## src/rtl/platform_pkg.sv

```systemverilog
`default_nettype none
// ============================================================================
// Module      : platform_pkg
// Description : Shared types and constants for the platform scheduler:
//               game FSM states, table size, external state encodings,
//               start keycode and LFSR seed/taps.
// Revision    : 1.0 - initial release
// ============================================================================
package platform_pkg;

  typedef enum logic [2:0] {
    IDLE   = 3'd0,
    INIT   = 3'd1,
    PLAY   = 3'd2,
    SCROLL = 3'd3,
    OVER   = 3'd4
  } game_state_e;

  localparam int          NUM_PLATFORMS = 8;

  localparam logic [7:0]  STATE_MENU = 8'd0;
  localparam logic [7:0]  STATE_PLAY = 8'd1;
  localparam logic [7:0]  STATE_OVER = 8'd2;

  localparam logic [7:0]  KEY_START  = 8'h28;

  localparam logic [15:0] LFSR_SEED  = 16'hACE1;
  localparam logic [15:0] LFSR_TAPS  = 16'hB400;

endpackage
`default_nettype wire

```

## src/rtl/platform_lfsr.sv

```systemverilog
`default_nettype none
// ============================================================================
// Module      : platform_lfsr
// Description : 16-bit right-shifting Galois LFSR. Steps only when
//               'advance' is high so consumers control the sequence.
// Ports       : Clk     - clock
//               Reset   - asynchronous active-high reset (loads SEED)
//               advance - step the register this clock
//               value   - current register contents
// Revision    : 1.0 - initial release
// ============================================================================
module platform_lfsr
  import platform_pkg::*;
#(
  parameter logic [15:0] SEED = LFSR_SEED,
  parameter logic [15:0] TAPS = LFSR_TAPS
) (
  input  logic        Clk,
  input  logic        Reset,
  input  logic        advance,
  output logic [15:0] value
);

  logic [15:0] r_value;

  always_ff @(posedge Clk or posedge Reset) begin
    if (Reset) begin
      r_value <= SEED;
    end else if (advance) begin
      r_value <= {1'b0, r_value[15:1]} ^ (r_value[0] ? TAPS : 16'h0000);
    end
  end

  assign value = r_value;

endmodule
`default_nettype wire

```

## src/rtl/platform_scheduler.sv

```systemverilog
`default_nettype none
// ============================================================================
// Module      : platform_scheduler
// Description : Game-level controller owning the 8-entry platform table.
//               Runs the menu/init/play/scroll/over FSM, scrolls the world
//               when the doodle climbs above SCROLL_Y, recycles platforms
//               that fall off the bottom to the top with a pseudo-random X,
//               and counts recycled platforms as score. Table entries are
//               rewritten one per clock after the triggering event.
// Ports       : Clk, Reset        - clock, async active-high reset
//               frame_clk_edge    - 2'b01 marks a frame rising edge
//               keycode           - current USB keycode
//               Doodle_Y          - doodle top-left Y
//               Platform_X/Y[0:7] - platform table
//               platform_size     - constant platform width
//               state             - 0 menu, 1 play, 2 game over
//               score             - saturating recycled-platform count
//               scroll_dy         - scroll applied in the current frame
//               busy              - table rewrite in progress
// Revision    : 1.0 - initial release
// ============================================================================
module platform_scheduler
  import platform_pkg::*;
#(
  parameter int H          = 480,
  parameter int X_MIN      = 140,
  parameter int X_MAX      = 499,
  parameter int PLAT_SIZE  = 60,
  parameter int PLAT_GAP   = 60,
  parameter int SCROLL_Y   = 160,
  parameter int MAX_SCROLL = 16,
  parameter int OVER_Y     = 446
) (
  input  logic        Clk,
  input  logic        Reset,
  input  logic [1:0]  frame_clk_edge,
  input  logic [7:0]  keycode,
  input  logic [9:0]  Doodle_Y,
  output logic [9:0]  Platform_X [0:NUM_PLATFORMS-1],
  output logic [9:0]  Platform_Y [0:NUM_PLATFORMS-1],
  output logic [7:0]  platform_size,
  output logic [7:0]  state,
  output logic [15:0] score,
  output logic [9:0]  scroll_dy,
  output logic        busy
);

  localparam int RANGE = X_MAX - X_MIN + 1 - PLAT_SIZE;

  // The fold-back in rand_x only covers one wrap of 256, so the range must
  // lie in (256, 512]; the table also has to tile the screen exactly.
  generate
    if (!(RANGE > 256 && RANGE <= 512) || (NUM_PLATFORMS * PLAT_GAP != H)) begin : g_bad_params
      $fatal(1, "platform_scheduler: invalid X range or platform gap");
    end
  endgenerate

  game_state_e r_state;
  logic [2:0]  r_idx;
  logic [9:0]  r_plat_x [0:NUM_PLATFORMS-1];
  logic [9:0]  r_plat_y [0:NUM_PLATFORMS-1];
  logic [15:0] r_score;
  logic [9:0]  r_scroll_dy;
  logic        r_busy;

  logic [15:0] w_lfsr;
  logic [8:0]  w_r;
  logic [8:0]  w_off;
  logic [9:0]  w_rand_x;
  logic [10:0] w_ny;
  logic        w_wrap;
  logic        w_advance;
  logic        w_frame;
  logic        w_start;
  logic [9:0]  w_climb;
  logic [9:0]  w_dy;
  logic [9:0]  w_init_y;
  logic        w_unused_lfsr;

  assign w_frame = (frame_clk_edge == 2'b01);
  assign w_start = (keycode == KEY_START);

  // Values of r at or past RANGE are folded back by 256 so every X lands
  // inside the playfield while keeping the draw cheap.
  assign w_r      = w_lfsr[8:0];
  assign w_off    = ({1'b0, w_r} >= 10'(RANGE)) ? (w_r - 9'd256) : w_r;
  assign w_rand_x = 10'(X_MIN) + {1'b0, w_off};
  assign w_unused_lfsr = ^w_lfsr[15:9];

  assign w_ny   = {1'b0, r_plat_y[r_idx]} + {1'b0, r_scroll_dy};
  assign w_wrap = (w_ny >= 11'(H));

  assign w_init_y = 10'(H - 40 - int'(r_idx) * PLAT_GAP);

  assign w_climb = 10'(SCROLL_Y) - Doodle_Y;
  assign w_dy    = (w_climb > 10'(MAX_SCROLL)) ? 10'(MAX_SCROLL) : w_climb;

  // LFSR steps exactly once for every X value consumed.
  assign w_advance = (r_state == INIT) || ((r_state == SCROLL) && w_wrap);

  platform_lfsr #(
    .SEED (LFSR_SEED),
    .TAPS (LFSR_TAPS)
  ) u_lfsr (
    .Clk     (Clk),
    .Reset   (Reset),
    .advance (w_advance),
    .value   (w_lfsr)
  );

  always_ff @(posedge Clk or posedge Reset) begin
    if (Reset) begin
      r_state     <= IDLE;
      r_idx       <= 3'd0;
      r_score     <= 16'd0;
      r_scroll_dy <= 10'd0;
      r_busy      <= 1'b0;
      for (int i = 0; i < NUM_PLATFORMS; i++) begin
        r_plat_x[i] <= 10'd0;
        r_plat_y[i] <= 10'd0;
      end
    end else begin
      case (r_state)
        IDLE, OVER: begin
          if (w_start) begin
            r_state <= INIT;
            r_idx   <= 3'd0;
            r_score <= 16'd0;
            r_busy  <= 1'b1;
          end
        end

        INIT: begin
          r_plat_y[r_idx] <= w_init_y;
          r_plat_x[r_idx] <= w_rand_x;
          r_idx           <= r_idx + 3'd1;
          if (r_idx == 3'd7) begin
            r_state <= PLAY;
            r_busy  <= 1'b0;
          end
        end

        PLAY: begin
          if (w_frame) begin
            if (Doodle_Y >= 10'(OVER_Y)) begin
              r_state     <= OVER;
              r_scroll_dy <= 10'd0;
            end else if (Doodle_Y < 10'(SCROLL_Y)) begin
              r_state     <= SCROLL;
              r_scroll_dy <= w_dy;
              r_idx       <= 3'd0;
              r_busy      <= 1'b1;
            end else begin
              r_scroll_dy <= 10'd0;
            end
          end
        end

        SCROLL: begin
          if (w_wrap) begin
            r_plat_y[r_idx] <= 10'(w_ny - 11'(H));
            r_plat_x[r_idx] <= w_rand_x;
            if (r_score != 16'hFFFF) begin
              r_score <= r_score + 16'd1;
            end
          end else begin
            r_plat_y[r_idx] <= w_ny[9:0];
          end
          r_idx <= r_idx + 3'd1;
          if (r_idx == 3'd7) begin
            r_state <= PLAY;
            r_busy  <= 1'b0;
          end
        end

        default: begin
          r_state <= IDLE;
        end
      endcase
    end
  end

  always_comb begin
    state = STATE_PLAY;
    case (r_state)
      IDLE:    state = STATE_MENU;
      OVER:    state = STATE_OVER;
      default: state = STATE_PLAY;
    endcase
  end

  assign Platform_X    = r_plat_x;
  assign Platform_Y    = r_plat_y;
  assign platform_size = 8'(PLAT_SIZE);
  assign score         = r_score;
  assign scroll_dy     = r_scroll_dy;
  assign busy          = r_busy;

endmodule
`default_nettype wire
```

## config.mk

```make
export PLATFORM = sky130hd
export DESIGN_NAME = platform_scheduler
export DESIGN_NICKNAME = d
export VERILOG_FILES = /design/src/rtl/platform_pkg.sv /design/src/rtl/platform_lfsr.sv /design/src/rtl/platform_scheduler.sv
export SDC_FILE = /design/constraint.sdc
export NUM_CORES = 1
export LEC_CHECK = 0
export BUFFER_PORTS_ARGS = -buffer_cell sky130_fd_sc_hd__buf_2
export CAP_MARGIN = 20
export CORE_MARGIN = 2
export CORE_UTILIZATION = 55
export DETAILED_ROUTE_END_ITERATION = 10
export GPL_TIMING_DRIVEN = 0
export PLACE_DENSITY = 0.88
export SLEW_MARGIN = 20
export SYNTH_ARGS = -nofsm -noshare
export SYNTH_HDL_FRONTEND = slang
export SYNTH_HIERARCHICAL = 1
export SYNTH_SLANG_ARGS = --single-unit
```

## constraint.sdc

```tcl
create_clock -name Clk -period 13.1 [get_ports Clk]
set_input_delay 1.31 -clock Clk [delete_from_list [all_inputs] [get_ports Clk]]
set_output_delay 1.31 -clock Clk [all_outputs]
set_load 0.02 [all_outputs]
```

* Word-level counts from Yosys, hierarchy flattened *
Cells that the tools add are included.

storage, ports and cells
  flip-flop bits (word level) = 209
  bits of input ports = 22
  output and inout port bits = 203
  logic and storage cells = 111

cells by class
  add/sub/neg operators = 8
  $mul = 1
  order comparisons = 7
  equality and inequality tests = 16
  multiplexer cells = 40
  bitwise operators = 2
  reduce and logical (&&, ||, !) cells = 15

operators by type and width
  cell                                                                    number
  80-bit bitwise mux                                                      4
  80-bit one-hot mux with 2 select lines                                  2
  80-bit 2-to-1 mux                                                       2
  16-bit 2-to-1 mux                                                       4
  10-bit 2-to-1 mux                                                       6
  16-bit one-hot mux with 2 select lines                                  1
  10-bit binary-select mux with 3-bit select                              1
  10-bit demux with 3-bit select                                          1
  3-bit 2-to-1 mux                                                        9
  3-bit one-hot mux with 3 select lines                                   2
  16-bit by 1-bit adder with 16-bit output, second input constant         1
  16-bit inequality test, second input constant                           1
  15-bit by 16-bit XOR with 16-bit output                                 1
  10-bit by 10-bit adder with 11-bit output                               1
  11-bit by 9-bit >= comparator with 1-bit output, second input constant  1
  8-bit by 9-bit adder with 10-bit output, first input constant           1
  10-bit by 9-bit >= comparator with 1-bit output, second input constant  1
  10-bit by 5-bit > comparator with 1-bit output, second input constant   1
  10-bit by 8-bit < comparator with 1-bit output, second input constant   1
  2-bit inequality test, second input constant                            5
  10-bit by 9-bit subtractor with 10-bit output, second input constant    1
  8-bit by 10-bit subtractor with 10-bit output, first input constant     1
  9-bit by 9-bit subtractor with 10-bit output, first input constant      1
  9-bit >= comparator, second input constant                              1
  27 further kinds                                                        39

* Longest topological paths before layout *
Gate-level depths: netlist of run 1.

  depth after elaboration = 9
  gate-level depth with buffers = 21
  mapped depth without buffers = 16

* Cells and area by module *
Netlist of run 1, hierarchy kept.

modules (own cells, without submodules)
  module              instances  cells an instance  area an instance (sq um)
  platform_scheduler  1          982                9791.9
  platform_lfsr       1          41                 659.4

* Worst setup path before layout of run 1 *
Ideal clock, no wire load.

  kind = register to register
  start = reg r_idx[0]
  end = reg u_lfsr.r_value[3], in the netlist u_lfsr/value[3]
  data arrival time = 5.074 ns
  data required time = 12.975 ns
  slack = 7.901 ns
  stages on the path, launching flop included = 20
  clock period less this slack = 5.199 ns
  cells stage by stage = dfrtp_1 > buf_1 > buf_1 > mux4_2 > nand2_1 > nand2_1 > ha_1 > buf_6 > and3_1 > a221o_1 > a32oi_1 > clkbuf_1 > ha_1 > a31o_2 > a211oi_1 > clkbuf_1 > nor2_1 > buf_6 > buf_12 > mux2_4

between the ends
  cells in the longest elaborated chain, start to end = 8

RTL lines
  what                                                  line                       text
  start: declaration                                    platform_scheduler.sv:59   logic [2:0] r_idx;
  start signal: assignment                              platform_scheduler.sv:136  r_idx <= r_idx + 3'd1;
  start signal: assignment                              platform_scheduler.sv:169  r_idx <= r_idx + 3'd1;
  3-bit NOT with 4-bit output (not written as such)     platform_scheduler.sv:90   assign w_ny = {1'b0, r_plat_y[r_idx]} + {1'b0, r_scroll_dy};
  10-bit binary-select mux with 3-bit select            platform_scheduler.sv:90
  10-bit 2-to-1 mux (not written as such) (2 in a row)  platform_scheduler.sv:90
  10-bit by 10-bit adder with 11-bit output             platform_scheduler.sv:90
  11-bit by 9-bit >= comparator with 1-bit output       platform_scheduler.sv:91   assign w_wrap = (w_ny >= 11'(H));
  1-bit logical AND                                     platform_scheduler.sv:99   assign w_advance = (r_state == INIT) || ((r_state == SCROLL) && w_wrap);
  1-bit logical OR                                      platform_scheduler.sv:99
  via w_advance                                         platform_scheduler.sv:72   logic w_advance;
  end signal: assignment                                platform_lfsr.sv:30        r_value <= {1'b0, r_value[15:1]} ^ (r_value[0] ? TAPS : 16'h0000);
  end: declaration                                      platform_lfsr.sv:24        logic [15:0] r_value;

The timed path passes the listed nets, and every way through them passes these cells. The select of a mux whose other input is x is not followed.
A chain may end at the register's enable or synchronous reset.

* Worst setup path in the final report of run 1 *
  start = reg r_idx[0]
  end = reg u_lfsr.r_value[4], in the netlist u_lfsr/value[4]

The elaborated chain is that of the path after synthesis.

==> results of run 1 <==
[worst max-delay path: stages, from the launching register on]
cell                       delay [ns]
sky130_fd_sc_hd__dfrtp_1         0.54
sky130_fd_sc_hd__buf_1           0.68
sky130_fd_sc_hd__buf_1           0.84
sky130_fd_sc_hd__mux4_2          0.64
sky130_fd_sc_hd__nand2_1         0.09
sky130_fd_sc_hd__nand2_1         0.12
sky130_fd_sc_hd__ha_1            0.30
sky130_fd_sc_hd__buf_6           0.14
sky130_fd_sc_hd__and3_1          0.15
sky130_fd_sc_hd__a221o_1         0.40
sky130_fd_sc_hd__a32oi_1         0.43
sky130_fd_sc_hd__clkbuf_1        0.44
sky130_fd_sc_hd__ha_1            0.33
sky130_fd_sc_hd__a31o_2          0.18
sky130_fd_sc_hd__a211oi_1        0.14
sky130_fd_sc_hd__clkbuf_1        0.24
sky130_fd_sc_hd__nor2_1          0.26
sky130_fd_sc_hd__buf_6           0.20
sky130_fd_sc_hd__buf_12          0.14
sky130_fd_sc_hd__mux2_4          0.29
[flip-flops by register name, indices dropped and copies added, names as in the netlist]
name,cells
Platform_X,80
Platform_Y,80
score,16
u_lfsr/value,16
scroll_dy,10
r_idx,3
r_state,3
busy,1
[cell families after synthesis]
group | count (synthesis)
compound gates | 320
simple gates | 297
flops | 209
buf+inv | 88
mux | 50
fa+ha+maj | 32
xor+xnor | 25
other cells | 2
[layer usage]
layer | track usage | share of wire | vias up
li1 | - | - | 4118
met1 | 0.4111 | 0.36 | 4513
met2 | 0.5391 | 0.48 | 691
met3 | 0.08336 | 0.12 | 144
met4 | 0.1258 | 0.044 | 0
met5 | 0 | 0 | -
[synthesized netlist by cell type, types with 3 or more instances]
| cell type | instances |
|---|---|
| sky130_fd_sc_hd__a211oi_1 | 5 |
| sky130_fd_sc_hd__a21o_1 | 8 |
| sky130_fd_sc_hd__a21oi_1 | 44 |
| sky130_fd_sc_hd__a22o_1 | 5 |
| sky130_fd_sc_hd__a31o_2 | 3 |
| sky130_fd_sc_hd__a31oi_1 | 8 |
| sky130_fd_sc_hd__and2_1 | 16 |
| sky130_fd_sc_hd__and3_1 | 17 |
| sky130_fd_sc_hd__buf_1 | 10 |
| sky130_fd_sc_hd__buf_2 | 3 |
| sky130_fd_sc_hd__buf_4 | 14 |
| sky130_fd_sc_hd__clkbuf_1 | 40 |
| sky130_fd_sc_hd__dfrtp_1 | 201 |
| sky130_fd_sc_hd__dfstp_2 | 8 |
| sky130_fd_sc_hd__fa_1 | 4 |
| sky130_fd_sc_hd__ha_1 | 28 |
| sky130_fd_sc_hd__inv_1 | 17 |
| sky130_fd_sc_hd__mux2_2 | 13 |
| sky130_fd_sc_hd__mux2_4 | 16 |
| sky130_fd_sc_hd__mux4_2 | 20 |
| sky130_fd_sc_hd__nand2_1 | 130 |
| sky130_fd_sc_hd__nand2b_1 | 8 |
| sky130_fd_sc_hd__nand3_1 | 25 |
| sky130_fd_sc_hd__nand4_1 | 13 |
| sky130_fd_sc_hd__nor2_1 | 43 |
| sky130_fd_sc_hd__nor2b_1 | 4 |
| sky130_fd_sc_hd__nor3_1 | 6 |
| sky130_fd_sc_hd__nor4_1 | 3 |
| sky130_fd_sc_hd__o21ai_0 | 200 |
| sky130_fd_sc_hd__o21ai_1 | 9 |
| sky130_fd_sc_hd__o21ai_4 | 7 |
| sky130_fd_sc_hd__o31ai_1 | 10 |
| sky130_fd_sc_hd__or2_2 | 3 |
| sky130_fd_sc_hd__or3_1 | 16 |
| sky130_fd_sc_hd__or4_1 | 4 |
| sky130_fd_sc_hd__xnor2_1 | 19 |
| sky130_fd_sc_hd__xor2_1 | 6 |
[final cells by class]
cell class	count	area share
buffer	71	0.02882
clock buffer	26	0.04787
clock inverter	14	0.01392
inverter	17	0.005626
multi-input combinational	738	0.3808
sequential	209	0.4134
tap	234	0.02310
timing repair buffer	210	0.08647
[how the worst max path moves through the flow]
stage,from,to,slack (ns),depth (start not counted)
6_report,r_idx[0],u_lfsr/value[4],6.41,19
5_1_grt,r_idx[0],u_lfsr/value[3],5.94,18
4_1_cts,r_idx[0],u_lfsr/value[4],6.47,19
3_5_place_dp,r_idx[0],u_lfsr/value[4],6.50,19
3_3_place_gp,Reset,Platform_Y[61],4.55,2
2_1_floorplan,Reset,Platform_X[0],6.53,1
[power by group through the flow]
stage               Combinational, mW  Sequential [mW]  Clock, mW
floorplan                        1.17             1.30          0
global placement                 2.00             1.08          0
detailed placement               2.06             1.10          0
CTS                              2.09             1.10      0.682
global route                     2.28             1.12      0.708
finish                           2.13             1.11      0.680
==> metrics.txt, run 1 <==
post-synthesis xor/xnor area fraction=0.02095; leakage power of the design=6.130 nW; share of layout cells above drive strength 1=0.2724; Die Footprint=20120 um^2; maximum fanout encountered on the critical timing path=10; pin count of the biggest net entering global routing=88; commonest non-fill, non-tap cell in the layout=sky130_fd_sc_hd__buf_2; Netlist Area Pre-Place=10450 um^2; CTS tree=built; setup clock skew after layout=0.01519 ns; H-tree lvl count=1; number of setup buffers added after CTS=0; Hold Crit Depth=1; CTS sink cnt=209; proportion of power drawn by the clock network=0.174; die height=141.9 um; number of core rows=50; share of total power in combinational logic=0.544; arrival time at the worst endpoint=7.09 ns; launch instance of the worst register-to-register path=r_idx[0]; maximum clock frequency=149.4 MHz; main combinational cell family by area after synthesis=compound AO/OA/AOI/OAI gates; cell taking the most area after synthesis=sky130_fd_sc_hd__dfrtp_1; number of instances in the synthesized netlist=1023; Avg Synthesized Cell Area=10.22 um^2; minimum setup slack among reg-to-reg paths=6.41 ns; hold buffers post-CTS=0; minimum setup slack in the final design=6.406 ns; number of nets still failing antenna checks after routing=0; count of different cell masters after synthesis=65; mux cell area share after synthesis=0.08105; Die W=141.9 um; sequential fraction of design power=0.283; DRC violation count after routing=0; internal power=2.025 mW; leading cell types by total area after synthesis=sky130_fd_sc_hd__dfrtp_1 (48%), sky130_fd_sc_hd__o21ai_0 (9.6%), sky130_fd_sc_hd__nand2_1 (4.7%); Most used DFF post-synth=sky130_fd_sc_hd__dfrtp_1; DRT iter0 DRCs=920; Net Sw Frac=0.4828; terminus of the critical flop-to-flop path=u_lfsr/value[4]; average wire per standard cell=21.30 um; element type at the critical path start=flop; hold_sp=Platform_X[79]; slew at the pin closest to its max-slew limit=1.152 ns; final-report setup violation count=0; crit path capture type=flop; Post-Synth Simple-Gate Area=0.1347; Worst slew margin=0.2271; status=finished, final reports clean; final non-filler cell area=12680 um^2; final net count=1323; insertion delay of the later-clocked pin in the worst-skew pair=0.52 ns; wirelength, routed=32350 um; global-route wire length before repair=51160 um; final number of max-transition violations=0; share of the synthesized area in compound gates (AO/OA/AOI/OAI)=0.1790; multi-input logic area=4827 um^2; category of the most critical setup path=flop to flop; weighted congestion reported at the end of routability-driven placement=0.9010; number of cells upsized or downsized after cts=0; Synth Area in Adders=0.04118; Ys Warns=6; initial standard-cell utilization of the core=0.5587; largest voltage drop on the vdd net=0.1869 mV; commonest cells after routing, fill and taps aside=sky130_fd_sc_hd__buf_2 (211), sky130_fd_sc_hd__dfrtp_1 (201), sky130_fd_sc_hd__o21ai_0 (200), sky130_fd_sc_hd__nand2_1 (130), sky130_fd_sc_hd__a21oi_1 (44); core region area=18710 um^2; Clk pin slew, worst setup/hold paths=0.06 ns; number of primary I/O pins=225; total half-perimeter wirelength after legalization and detailed placement=22610 um; count of vias placed by the detailed router=9466; number of antenna violations at the first check in global routing=0; setup total negative slack=0 ns; time the final worst path needs with I/O delays and setup=6.694 ns; Finished Layout Cells=1519; final count of hold timing violations=0; footprint of the flip-flops and latches=5240 um^2; share of the core filled with cells=0.6777; first drt pass iteration count=7; Post-Place Cell Area=11890 um^2; areal power density over the cells=308.9 nW/um^2; clock buffer count from CTS=22; via density per instance=6.232; fill cell count=1390; share of the clock period used by the worst path after layout=0.5110; flop and latch count out of synthesis=209; endpoint of the worst hold-timing path=Platform_X[79]; number of global-route vias before repair=9394; setup repair after global routing missed its margin=false; post-layout power=3.916 mW; antenna cell count=0; switching pwr=1.891 mW; CTS root buffer=sky130_fd_sc_hd__clkbuf_16; number of placed instances, taps included=1479; area growth from synthesis to final layout=21.29%; overflow left after global routing=0; Port Buffer Count=208; worst hold slack after final layout=0.4818 ns; Total Routing Usage GR=0.3244; proportion of netlist area held by the largest area contributor=0.4813; Async SR Flop Fraction=1.000; number of synthesized flops with an enable pin=0; type of the worst min-delay path=flop to flop; Bufs on Longest Clock Path=3; portion of the post-synthesis area used by sequential elements=0.5014; placement-stage worst setup slack=6.502 ns; max-cap viol count=0; required time of the critical path=13.49 ns; Worst Reg-to-Reg Cells=19
No activity file was read; power rests on OpenSTA's default activity.
==> inputs of run 2 (changes only) <==
==> constraint.sdc (replaced) <==
create_clock -name Clk -period 6.2 [get_ports Clk]
set_input_delay 0.62 -clock Clk [delete_from_list [all_inputs] [get_ports Clk]]
set_output_delay 0.62 -clock Clk [all_outputs]
set_load 0.02 [all_outputs]
==> metrics.txt, run 2 (synthesized netlist as in run 1, its figures left out) <==
worst hold slack after final layout=0.06645 ns; switching pwr=3.995 mW; count of vias placed by the detailed router=9460; number of antenna violations at the first check in global routing=0; CTS root buffer=sky130_fd_sc_hd__clkbuf_16; Worst Setup EP=u_lfsr/value[4]; setup repair after global routing missed its margin=false; share of the clock period used by the worst path after layout=0.9273; leakage power of the design=6.142 nW; areal power density over the cells=652.8 nW/um^2; initial standard-cell utilization of the core=0.5587; Die W=141.9 um; CTS sink cnt=209; area growth from synthesis to final layout=21.36%; largest voltage drop on the vdd net=0.3944 mV; terminus of the critical flop-to-flop path=u_lfsr/value[4]; category of the most critical setup path=flop to flop; Top Family by Delay on Critical Path=buffers and inverters; status=finished, final reports clean; internal power=4.285 mW; multi-input logic area=4827 um^2; wire length on met3=3747 um; setup clock skew after layout=0.01491 ns; insertion delay of the later-clocked pin in the worst-skew pair=0.52 ns; H-tree lvl count=1; overflow left after global routing=0; final net count=1323; antenna cell count=0; weighted congestion reported at the end of routability-driven placement=0.9010; required time of the critical path=6.59 ns; highest signal layer in the routed design=met4; detailed route wirelength on metal2=15620 um; average wire per standard cell=21.36 um; number of nets still failing antenna checks after routing=0; Clk pin slew, worst setup/hold paths=0.07 ns; sequential fraction of design power=0.283; Met1 Wirelength=11730 um; type of the worst min-delay path=input pin to async pin; Port Buffer Count=208; start point of the critical path=r_idx[0]; clock buffer count from CTS=22; first drt pass iteration count=7; final-report setup violation count=0; critical path's slowest cell=sky130_fd_sc_hd__mux4_2; proportion of power drawn by the clock network=0.173; Stages on worst setup path=19; hold buffers post-CTS=0; share of the core filled with cells=0.6781; core region area=18710 um^2; final number of max-transition violations=0; die height=141.9 um; share of total power in combinational logic=0.544; footprint of the flip-flops and latches=5240 um^2; number of core rows=50; element type at the critical path start=flop; total half-perimeter wirelength after legalization and detailed placement=22610 um; maximum fanout encountered on the critical timing path=10; delay of the slowest critical-path stage=0.58 ns; maximum clock frequency=173.9 MHz; DRT iter0 DRCs=1023; final count of hold timing violations=0; Total Routing Usage GR=0.3245; launch instance of the worst register-to-register path=r_idx[0]; via density per instance=6.228; Die Footprint=20120 um^2; fill cell count=1389; commonest cells after routing, fill and taps aside=sky130_fd_sc_hd__buf_2 (212), sky130_fd_sc_hd__dfrtp_1 (201), sky130_fd_sc_hd__o21ai_0 (200), sky130_fd_sc_hd__nand2_1 (130), sky130_fd_sc_hd__a21oi_1 (44); number of global-route vias before repair=9393; Net Sw Frac=0.4825; Bufs on Longest Clock Path=3; Finished Layout Cells=1519; CP cell instances=buf_2 > clkbuf_4 > mux4_2 > nand2_1 > nand2_1 > ha_1 > buf_6 > and3_1 > a221o_1 > a32oi_1 > clkbuf_2 > ha_1 > a31o_2 > a211oi_1 > clkbuf_1 > nor2_1 > buf_6 > buf_12 > mux2_4; crit path capture type=flop; pin count of the biggest net entering global routing=88; max-cap viol count=0; wirelength, routed=32450 um; slew at the pin closest to its max-slew limit=1.257 ns; global-route wire length before repair=51170 um; Buf/Inv on CP=7; Worst Reg-to-Reg Cells=19; share of layout cells above drive strength 1=0.2755; time the final worst path needs with I/O delays and setup=5.749 ns; Worst slew margin=0.1567; arrival time at the worst endpoint=6.14 ns; minimum setup slack among reg-to-reg paths=0.45 ns; number of primary I/O pins=225; CTS tree=built; number of placed instances, taps included=1479; commonest non-fill, non-tap cell in the layout=sky130_fd_sc_hd__buf_2; DRC violation count after routing=0
[run 2: cell count changes in the layout (fill, tap and decap cells not counted)]
cell                       delta
sky130_fd_sc_hd__buf_2        +1
sky130_fd_sc_hd__clkbuf_4     +1
sky130_fd_sc_hd__clkbuf_1     -2
sky130_fd_sc_hd__clkbuf_2     +2
sky130_fd_sc_hd__buf_1        -2
[run 2: routing by layer]
layer	track usage	vias up
li1	-	4120
met1	0.4111	4581
met2	0.5391	626
met3	0.08437	133
met4	0.1253	0
met5	0	-
[run 2: stage by stage]
step	power (mW)	area (um^2)	TNS, ns	setup slack, ns
after floorplan	5.221	10500	0	0.3245
after global placement	6.513	11830	-319.71	-1.661
after detailed placement	6.670	11890	-6.048	-0.3976
after CTS	8.180	12680	0	0.1133
after global routing	8.698	12680	0	0.08757
final	8.280	12680	0	0.4508
[run 2: final cells by class]
| cell class | instances | area share |
|---|---|---|
| Buffer | 71 | 0.02940 |
| Clock buffer | 26 | 0.04784 |
| Clock inverter | 14 | 0.01391 |
| Inverter | 17 | 0.005623 |
| Multi-Input combinational cell | 738 | 0.3806 |
| Sequential cell | 209 | 0.4131 |
| Tap cell | 234 | 0.02308 |
| Timing Repair Buffer | 210 | 0.08642 |
[run 2: how the worst min path moves through the flow]
stage	start	to	slack (ns)	cells past startpoint
2_1_floorplan	r_state[2]	r_state[1]	0.46	1
3_3_place_gp	Platform_X[49]	Platform_X[49]	0.46	1
3_5_place_dp	Platform_X[19]	Platform_X[19]	0.47	1
4_1_cts	Reset	Platform_X[1]	0.06	2
5_1_grt	Reset	Platform_X[0]	0.08	2
6_report	Reset	Platform_X[7]	0.07	2
[run 2: power by group through the flow]
stage	registers [mW]	logic [mW]	clock network, mW
6_report	2.34	4.50	1.44
5_1_grt	2.37	4.83	1.50
4_1_cts	2.31	4.43	1.44
3_5_place_dp	2.32	4.35	0
3_3_place_gp	2.29	4.22	0
2_1_floorplan	2.75	2.47	0
[run 2: repair_timing]
action                                  in CTS  in global routing
resized for setup                            3                  7
hold endpoints to repair                     0                  0
endpoints found under the setup margin      82                 47
setup buffers                                0                  0
